### src/rtl/serial_pkg.sv
// Shared definitions for the serializer and the downstream sequence detector bench.
package serial_pkg;

    localparam int DEFAULT_WIDTH = 8;

    typedef enum logic {
        IDLE  = 1'b0,
        SHIFT = 1'b1
    } ser_state_t;

endpackage

### src/rtl/piso_serializer.sv
// Parallel-in serial-out shifter with valid/ready load handshake and gapless
// back-to-back words; out, out_valid and done are registered.
module piso_serializer
    import serial_pkg::*;
#(
    parameter int WIDTH     = DEFAULT_WIDTH,
    parameter bit MSB_FIRST = 1'b1,
    parameter bit IDLE_BIT  = 1'b0
) (
    input  logic             clk,
    input  logic             rst,
    input  logic             load_valid,
    input  logic [WIDTH-1:0] load_data,
    output logic             load_ready,
    input  logic             shift_en,
    output logic             out,
    output logic             out_valid,
    output logic             done
);

    localparam int             CW   = $clog2(WIDTH);
    localparam logic [CW-1:0]  LAST = CW'(WIDTH - 1);

    ser_state_t       state;
    logic [CW-1:0]    count;
    logic [WIDTH-1:0] shreg;
    logic             last_tick;
    logic             transfer;

    // The register always keeps the bit currently on out at its head position.
    function automatic logic head_bit(input logic [WIDTH-1:0] w);
        return MSB_FIRST ? w[WIDTH-1] : w[0];
    endfunction

    function automatic logic [WIDTH-1:0] advance(input logic [WIDTH-1:0] w);
        return MSB_FIRST ? (w << 1) : (w >> 1);
    endfunction

    assign last_tick  = (state == SHIFT) && (count == LAST) && shift_en;
    assign load_ready = (state == IDLE) || last_tick;
    assign transfer   = load_valid && load_ready;

    always_ff @(posedge clk or negedge rst) begin
        if (!rst) begin
            state     <= IDLE;
            count     <= '0;
            shreg     <= '0;
            out       <= IDLE_BIT;
            out_valid <= 1'b0;
            done      <= 1'b0;
        end else begin
            done <= last_tick;
            if (transfer) begin
                // Taking a new word on the last tick wraps straight into it.
                state     <= SHIFT;
                count     <= '0;
                shreg     <= load_data;
                out       <= head_bit(load_data);
                out_valid <= 1'b1;
            end else if (last_tick) begin
                state     <= IDLE;
                count     <= '0;
                shreg     <= '0;
                out       <= IDLE_BIT;
                out_valid <= 1'b0;
            end else if (state == SHIFT && shift_en) begin
                count <= count + 1'b1;
                shreg <= advance(shreg);
                out   <= head_bit(advance(shreg));
            end
        end
    end

endmodule
### config.mk
export PLATFORM = sky130hd
export DESIGN_NAME = piso_serializer
export DESIGN_NICKNAME = d
export VERILOG_FILES = /design/src/rtl/serial_pkg.sv /design/src/rtl/piso_serializer.sv
export SDC_FILE = /design/constraint.sdc
export NUM_CORES = 1
export LEC_CHECK = 0
export ABC_CLOCK_PERIOD_IN_PS = 3150
export CORE_AREA = 5 5 45 47
export CTS_CLUSTER_SIZE = 10
export DETAILED_ROUTE_END_ITERATION = 6
export DIE_AREA = 0 0 50 52
export GPL_TIMING_DRIVEN = 1
export PLACE_DENSITY = 0.78
export SLEW_MARGIN = 20
export SYNTH_ARGS = -nofsm -noshare
export SYNTH_HDL_FRONTEND = slang
export SYNTH_SLANG_ARGS = --single-unit
### constraint.sdc
create_clock -name clk -period 3.15 [get_ports clk]
set_input_delay 0.7875 -clock clk [delete_from_list [all_inputs] [get_ports clk]]
set_output_delay 0.7875 -clock clk [all_outputs]
set_load 0.005 [all_outputs]
* Word level (Yosys, flattened, before mapping) *
Cells that the tools add are included.

word-level totals
  register bits = 13
  latch bits = 0
  memory bits (writable) = 0
  bits in read-only memories = 0
  input bits = 12
  output and inout port bits = 4
  memories kept = 0

operators by class
  add/sub/neg operators = 1
  multipliers = 0
  div/mod/pow operators = 0
  order comparisons = 0
  equality and inequality tests = 1
  shift-type cells = 0
  mux-type cells = 11
  bitwise operators = 1
  reductions and logical operators = 7

operators with widths
  cell                                          count
  two-way mux 7 bit                             3
  two-way mux 3 bit                             3
  two-way mux 1 bit                             5
  logical AND 1 bit                             4
  adder 3 x 1 -> 3 bit (second input constant)  1
  == test 3 bit (second input constant)         1
  nonzero test 3 bit                            1
  nonzero test 2 bit                            1
  logical OR 1 bit                              1
  inverter 1 bit                                1

* Depth between registers and ports, before layout *
Gate-level depths: netlist (run 1).

  word-level depth = 6
  gate-level depth with buffers = 6
  mapped depth without buffers = 5

* Worst setup path after synthesis (run 1) *
Ideal clock, no wire load.

  kind = flip-flop to output port
  from = reg count[0]
  to = out load_ready
  data arrival time = 1081 ps
  required time = 2362 ps
  slack = 1281 ps
  stages on the path, launching flop included = 6
  buffers on the path = 1
  cell sequence = dfrtp_1 -> ha_1 -> ha_1 -> buf_2 -> nand2_1 -> nand2_1

between the ends
  cells in the longest elaborated chain, start to end = 4

RTL lines
  item                            line                   RTL
  from (decl)                     piso_serializer.sv:25  logic [CW-1:0] count;
  from (signal assigned)          piso_serializer.sv:67  count <= count + 1'b1;
  == test 3 bit                   piso_serializer.sv:39  assign last_tick = (state == SHIFT) && (count == LAST) && shift_en;
  logical AND 1 bit (2 in a row)  piso_serializer.sv:39
  logical OR 1 bit                piso_serializer.sv:40  assign load_ready = (state == IDLE) || last_tick;
  to (decl)                       piso_serializer.sv:14  output logic load_ready,

Every way passes these cells.

* Worst setup path in the final report (run 1) *
Same ends and word-level chain as after synthesis.

==> flow_summary.json, run 1 <==
{
  "outcome": "complete, no violations",
  "hold_buffers": 0,
  "place.gp.congestion": 0.790,
  "start_util_pct": 47.8,
  "yosys.area.top_type": "dfrtp_1",
  "synth.area.top_cells": "dfrtp_1, a221oi_2, a21oi_1",
  "layout_common_cells": "clkdlybuf4s50_1, dfrtp_1, inv_1, a21oi_1",
  "fin_nets": 105,
  "drc": 0,
  "grt_pass1_wl_microns": 2880,
  "coreArea_sq_mm": 0.00161,
  "post-place-ws_ns": 0.424,
  "syn_avg_cell_area_sq_um": 10.2,
  "finClkSkew_ns": 0.000512,
  "port_buffers": 15,
  "drt_first_pass_iters": 4,
  "final_common_cell": "clkdlybuf4s50_1",
  "hpwlAfterDp_microns": 1160,
  "clkSinkCount": 13,
  "vias": 620,
  "insertion_delay_ns": 0.27,
  "numCtsBuffers": 3,
  "setup_ws_ns": 0.390,
  "ys_seq_area_share_pct": 42.1,
  "hold_viol": 0,
  "grt_busiest_layer": "met2",
  "critPathLaunchType": "flip-flop",
  "syn_area_sq_um": 772,
  "grt_max_degree": 15,
  "wl_per_cell_microns": 14.5,
  "io_pins": 16,
  "rows": 15,
  "antenna_cells": 0,
  "p_leak_nw": 0.405,
  "rsz0062_at_grt": "false",
  "postCtsSetupRepairBufs": 0,
  "met3_usage_pct": 3.15,
  "syn_inst": 76,
  "grt-ovfl-total": 0,
  "setup_violations": 0,
  "ys_warn_count": 0,
  "worstHoldPathCells": 1,
  "viasPerCell": 5.79,
  "finalSetupTns_ns": 0,
  "path_class": "flip-flop to output pin",
  "peakVddDrop_v": 0.000365,
  "synth.distinct_cells": 24,
  "cp.required_ns": 2.36,
  "ys_seq_elements": 13,
  "crit_fanout": 14,
  "crit_path_end_kind": "output pin",
  "drv_cap": 0,
  "timing.fmax_mhz": 362,
  "clkTransAtPathRegs_ns": 0.08,
  "drive_above_1_share_pct": 17.8,
  "synth_top_area_share_pct": 42.1,
  "drv_slew": 0,
  "die_w_microns": 50,
  "min_path_type": "flip-flop to flip-flop",
  "crit_arrival_ns": 1.97,
  "met2_usage_pct": 24.1,
  "ant_nets": 0,
  "cts_tree": "built",
  "nFillCells": 150,
  "cts_max_level": 1,
  "clk_path_buf_depth": 2,
  "min_period_ns": 2.76,
  "synth_nets": 90,
  "use_met1_pct": 16.8,
  "r2r_cells": 5,
  "syn_to_final_growth_pct": 21.1,
  "post_cts_resized": 0,
  "wl_microns": 1550,
  "slew_headroom_pct": 59.5,
  "cts-root-buf": "clkbuf_4",
  "first_iter_violations": 10,
  "fin_util_pct": 57.9,
  "finalCritPeriodShare_pct": 87.6,
  "die_area_sq_mm": 0.00260,
  "grt_pass1_vias": 629,
  "die_h_microns": 52,
  "grt_util_all_layers_pct": 13.8,
  "p_per_area_mw_per_mm2": 663,
  "grt_antenna_before_repair": 0,
  "worst_pin_slew_ns": 0.605
}
## state kept, by name, summed over array words and instances (netlist names)
name / count
count: 3
out: 1
done: 1
state: 1
shreg: 7
## through the flow
stage               cell area (sq um)  instances  power (W)  hold slack, ns
CTS                               935        107   0.000629           0.575
detailed placement                908        103   0.000523           0.554
global placement                  908        103   0.000509           0.530
global route                      935        107   0.000676           0.601
finish                            935        107   0.000619           0.575
floorplan                         772         76   0.000450           0.492
## worst max-delay path: stages (launching register included)
cell	delay, ns
dfrtp_1	0.39
ha_1	0.17
ha_1	0.42
nand2_1	0.11
nand2_1	0.10
clkdlybuf4s50_1	0.51
## where the power goes
group	internal [W]	total, W	switching [W]	leakage (nW)
Clock	0.0000490	0.000103	0.0000537	0.0150
Sequential	0.000228	0.000270	0.0000426	0.150
Combinational	0.000134	0.000246	0.000112	0.240
Total	0.000411	0.000619	0.000208	0.405
## logic make-up (layout without fill, tap and decap cells)
family | after synthesis | after routing | share of synthesized area [%]
adders and majority gates | 2 | 2 | 3.24
muxes | 2 | 2 | 2.76
DFF | 13 | 13 | 42.1
buffers and inverters | 16 | 30 | 10.4
AOI/OAI and AO/OA | 28 | 28 | 31.1
and+or+nand+nor | 15 | 15 | 10.4
## final cells by class
type                       count  area, sq um  area share [%]
sequential                    13          325            34.8
multi-input combinational     47          367            39.2
timing repair buffer          16          158            16.9
inverter                      10         37.5            4.02
clock buffer                   4         26.3            2.81
tap                           17         21.3            2.28
## routing by layer
metal | up-vias | share of wire (%)
li1 | 300 | -
met3 | 0 | 4.8
met4 | 0 | 0
met2 | 13 | 51
met1 | 307 | 44
met5 | - | 0
## path summary, 6_finish.rpt
| kind | startpoint | end | slack (ns) |
|---|---|---|---|
| min | count[2] | count[2] | 0.58 |
| max in group asynchronous | rst | shreg[3] | 1.87 |
| min in group asynchronous | rst | shreg[1] | 0.90 |
| max reg2reg | count[0] | shreg[3] | 1.31 |
| min reg2reg | count[2] | count[2] | 0.58 |
| max | count[0] | load_ready | 0.39 |
## Yosys cell counts (all sizes together)
cell / n
nor2: 2
a31oi: 1
o221ai: 1
ha: 2
o21ai: 7
o22ai: 1
a22o: 2
o21bai: 1
buf: 5
and3: 1
or2: 1
nand2: 5
nand4: 1
nand3: 1
a21oi: 8
clkbuf: 1
mux2i: 1
a221oi: 7
dfrtp: 13
and2: 1
inv: 10
nand2b: 3
mux2: 1
(Power assumes the default switching activity.)
==> run 2: changes to the inputs <==
==> config.mk (replaced) <==
export PLATFORM = sky130hd
export DESIGN_NAME = piso_serializer
export DESIGN_NICKNAME = d
export VERILOG_FILES = /design/src/rtl/serial_pkg.sv /design/src/rtl/piso_serializer.sv
export SDC_FILE = /design/constraint.sdc
export NUM_CORES = 1
export LEC_CHECK = 0
export ABC_CLOCK_PERIOD_IN_PS = 2600
export CORE_AREA = 5 5 46 48
export CTS_CLUSTER_SIZE = 10
export DETAILED_ROUTE_END_ITERATION = 6
export DIE_AREA = 0 0 51 53
export GPL_TIMING_DRIVEN = 1
export PLACE_DENSITY_LB_ADDON = 0.3
export SLEW_MARGIN = 40
export SYNTH_ARGS = -nofsm -noshare
export SYNTH_HDL_FRONTEND = slang
export SYNTH_SLANG_ARGS = --single-unit
==> constraint.sdc (replaced) <==
create_clock -name clk -period 2.6 [get_ports clk]
set_input_delay 0.65 -clock clk [delete_from_list [all_inputs] [get_ports clk]]
set_output_delay 0.65 -clock clk [all_outputs]
set_load 0.005 [all_outputs]
==> run 2 against run 1 <==
  * Core utilization fell by 1.4 points
  * Critical endpoint unchanged
  * Via count decreased by 0.16%
  * Worst setup slack worse by 0.22 ns
  * Critical path depth is 1 lower
  * Sequential cell count did not move
  * Count of clock-buffer cells in the layout down 1
  * Register-to-register slack got worse by 0.52 ns
==> flow_summary.json, run 2 (synthesized netlist as in run 1, its figures left out) <==
{
  "drt_first_pass_iters": 4,
  "worstHoldPathCells": 1,
  "finClkSkew_ns": 0.00427,
  "path_class": "input pin to output pin",
  "rows": 15,
  "start_util_pct": 46.2,
  "reg_top3": "shreg: 7 flops, count: 3 flops",
  "grt_pass1_wl_microns": 2680,
  "fin_util_pct": 56.5,
  "port_buffers": 15,
  "min_path_type": "flip-flop to flip-flop",
  "timing.fmax_mhz": 412,
  "insertion_delay_ns": 0.29,
  "grt-ovfl-total": 0,
  "io_pins": 16,
  "critPathLaunchType": "input pin",
  "crit_fanout": 2,
  "hpwlAfterDp_microns": 1120,
  "drv_slew": 0,
  "fin_nets": 106,
  "outcome": "complete, no violations",
  "post_cts_resized": 0,
  "hold_viol": 0,
  "min_period_ns": 2.43,
  "die_w_microns": 51,
  "setup_violations": 0,
  "numCtsBuffers": 3,
  "rrSetupSlack_ns": 0.79,
  "grt_util_all_layers_pct": 13.5,
  "cts-root-buf": "clkbuf_4",
  "antenna_cells": 0,
  "die_h_microns": 53,
  "p_leak_nw": 0.413,
  "hold_buffers": 0,
  "cts_tree": "built",
  "worst_pin_slew_ns": 0.592,
  "largest_register_ffs": 7,
  "p_per_area_mw_per_mm2": 802,
  "layout_common_cells": "clkdlybuf4s50_1, dfrtp_1, inv_1, a21oi_1",
  "grt_antenna_before_repair": 0,
  "rsz0062_at_grt": "false",
  "coreArea_sq_mm": 0.00167,
  "place.gp.congestion": 0.712,
  "slew_headroom_pct": 60.4,
  "clkSinkCount": 13,
  "final_common_cell": "clkdlybuf4s50_1",
  "peakVddDrop_v": 0.000425,
  "finalCritPeriodShare_pct": 93.3,
  "dpl.cell_count": 104,
  "wl_microns": 1550,
  "finalSetupTns_ns": 0,
  "die_area_sq_mm": 0.00270,
  "clkTransAtPathRegs_ns": 0.09,
  "postCtsSetupRepairBufs": 0,
  "first_iter_violations": 13,
  "ant_nets": 0,
  "crit_path_end_kind": "output pin",
  "drv_cap": 0,
  "nFillCells": 144,
  "vias": 619,
  "grt_pass1_vias": 615,
  "syn_to_final_growth_pct": 22.2,
  "crit_arrival_ns": 1.78,
  "cts_max_level": 1,
  "regMostFlops": "shreg",
  "fin_cells": 108,
  "wl_per_cell_microns": 14.4,
  "drive_above_1_share_pct": 19.8,
  "grt_max_degree": 14,
  "r2r_cells": 6,
  "viasPerCell": 5.73,
  "cp.required_ns": 1.95,
  "drc": 0,
  "clk_path_buf_depth": 2
}
-- run 2: cell count changes in the layout (fill, tap and decap cells not counted), sizes merged --
cell and change:
clkinv +1, buf +1, clkbuf -1
-- run 2: critical path, stage by stage --
cell             delay (ns)
clkdlybuf4s50_1        0.48
nand2_1                0.05
nand2_1                0.08
clkdlybuf4s50_1        0.51
-- run 2: routing by layer --
layer  share of wire, %  vias to the layer above  wire length [microns]  GRT usage [%]
met1                 45                      295                    706           16.3
met3                4.2                        5                     65           1.97
met2                 47                       15                    731           22.1
li1                   -                      304                      -              -
met5                  0                        -                      0              0
met4                3.1                        0                     48           9.42
-- run 2: final cells by class --
type,count,area [sq um],area share (%)
multi-input cells,47,367,38.9
clock inverters,1,5.00,0.531
inverters,10,37.5,3.98
clock buffers,3,22.5,2.39
well taps,17,21.3,2.25
repair buffers,17,165,17.5
flip-flops and latches,13,325,34.5
-- run 2: path summary, 6_finish.rpt --
| kind | startpoint | to |
|---|---|---|
| max | shift_en | load_ready |
| min | count[2] | count[2] |
| max reg2reg | count[0] | shreg[6] |
| min reg2reg | count[2] | count[2] |
| max in group asynchronous | rst | shreg[6] |
| min in group asynchronous | rst | state |
-- run 2: per-stage QoR --
stage	hold WS, ns	worst slack [ns]	instance area, sq um	power, W
2_1_floorplan	0.354	0.869	772	0.000545
3_3_place_gp	0.523	0.206	916	0.000621
3_5_place_dp	0.540	0.178	916	0.000631
4_1_cts	0.560	0.175	943	0.000766
5_1_grt	0.587	0.145	943	0.000818
6_report	0.558	0.174	943	0.000757
-- run 2: where the power goes --
group	leakage (nW)	internal, W	total (W)	switching (W)
Clock	0.0177	0.0000573	0.000132	0.0000746
Sequential	0.150	0.000276	0.000325	0.0000495
Combinational	0.245	0.000166	0.000300	0.000134
Total	0.413	0.000499	0.000757	0.000258
==> run 3: changes to the inputs <==
--- a/config.mk
+++ b/config.mk
@@ -12,6 +12,7 @@
 export DIE_AREA = 0 0 51 53
 export GPL_TIMING_DRIVEN = 1
 export PLACE_DENSITY_LB_ADDON = 0.3
+export SKIP_LAST_GASP = 1
 export SLEW_MARGIN = 40
 export SYNTH_ARGS = -nofsm -noshare
 export SYNTH_HDL_FRONTEND = slang
==> results of run 3 <==
The final DEF is identical to that of run 2; final timing and power are the same.
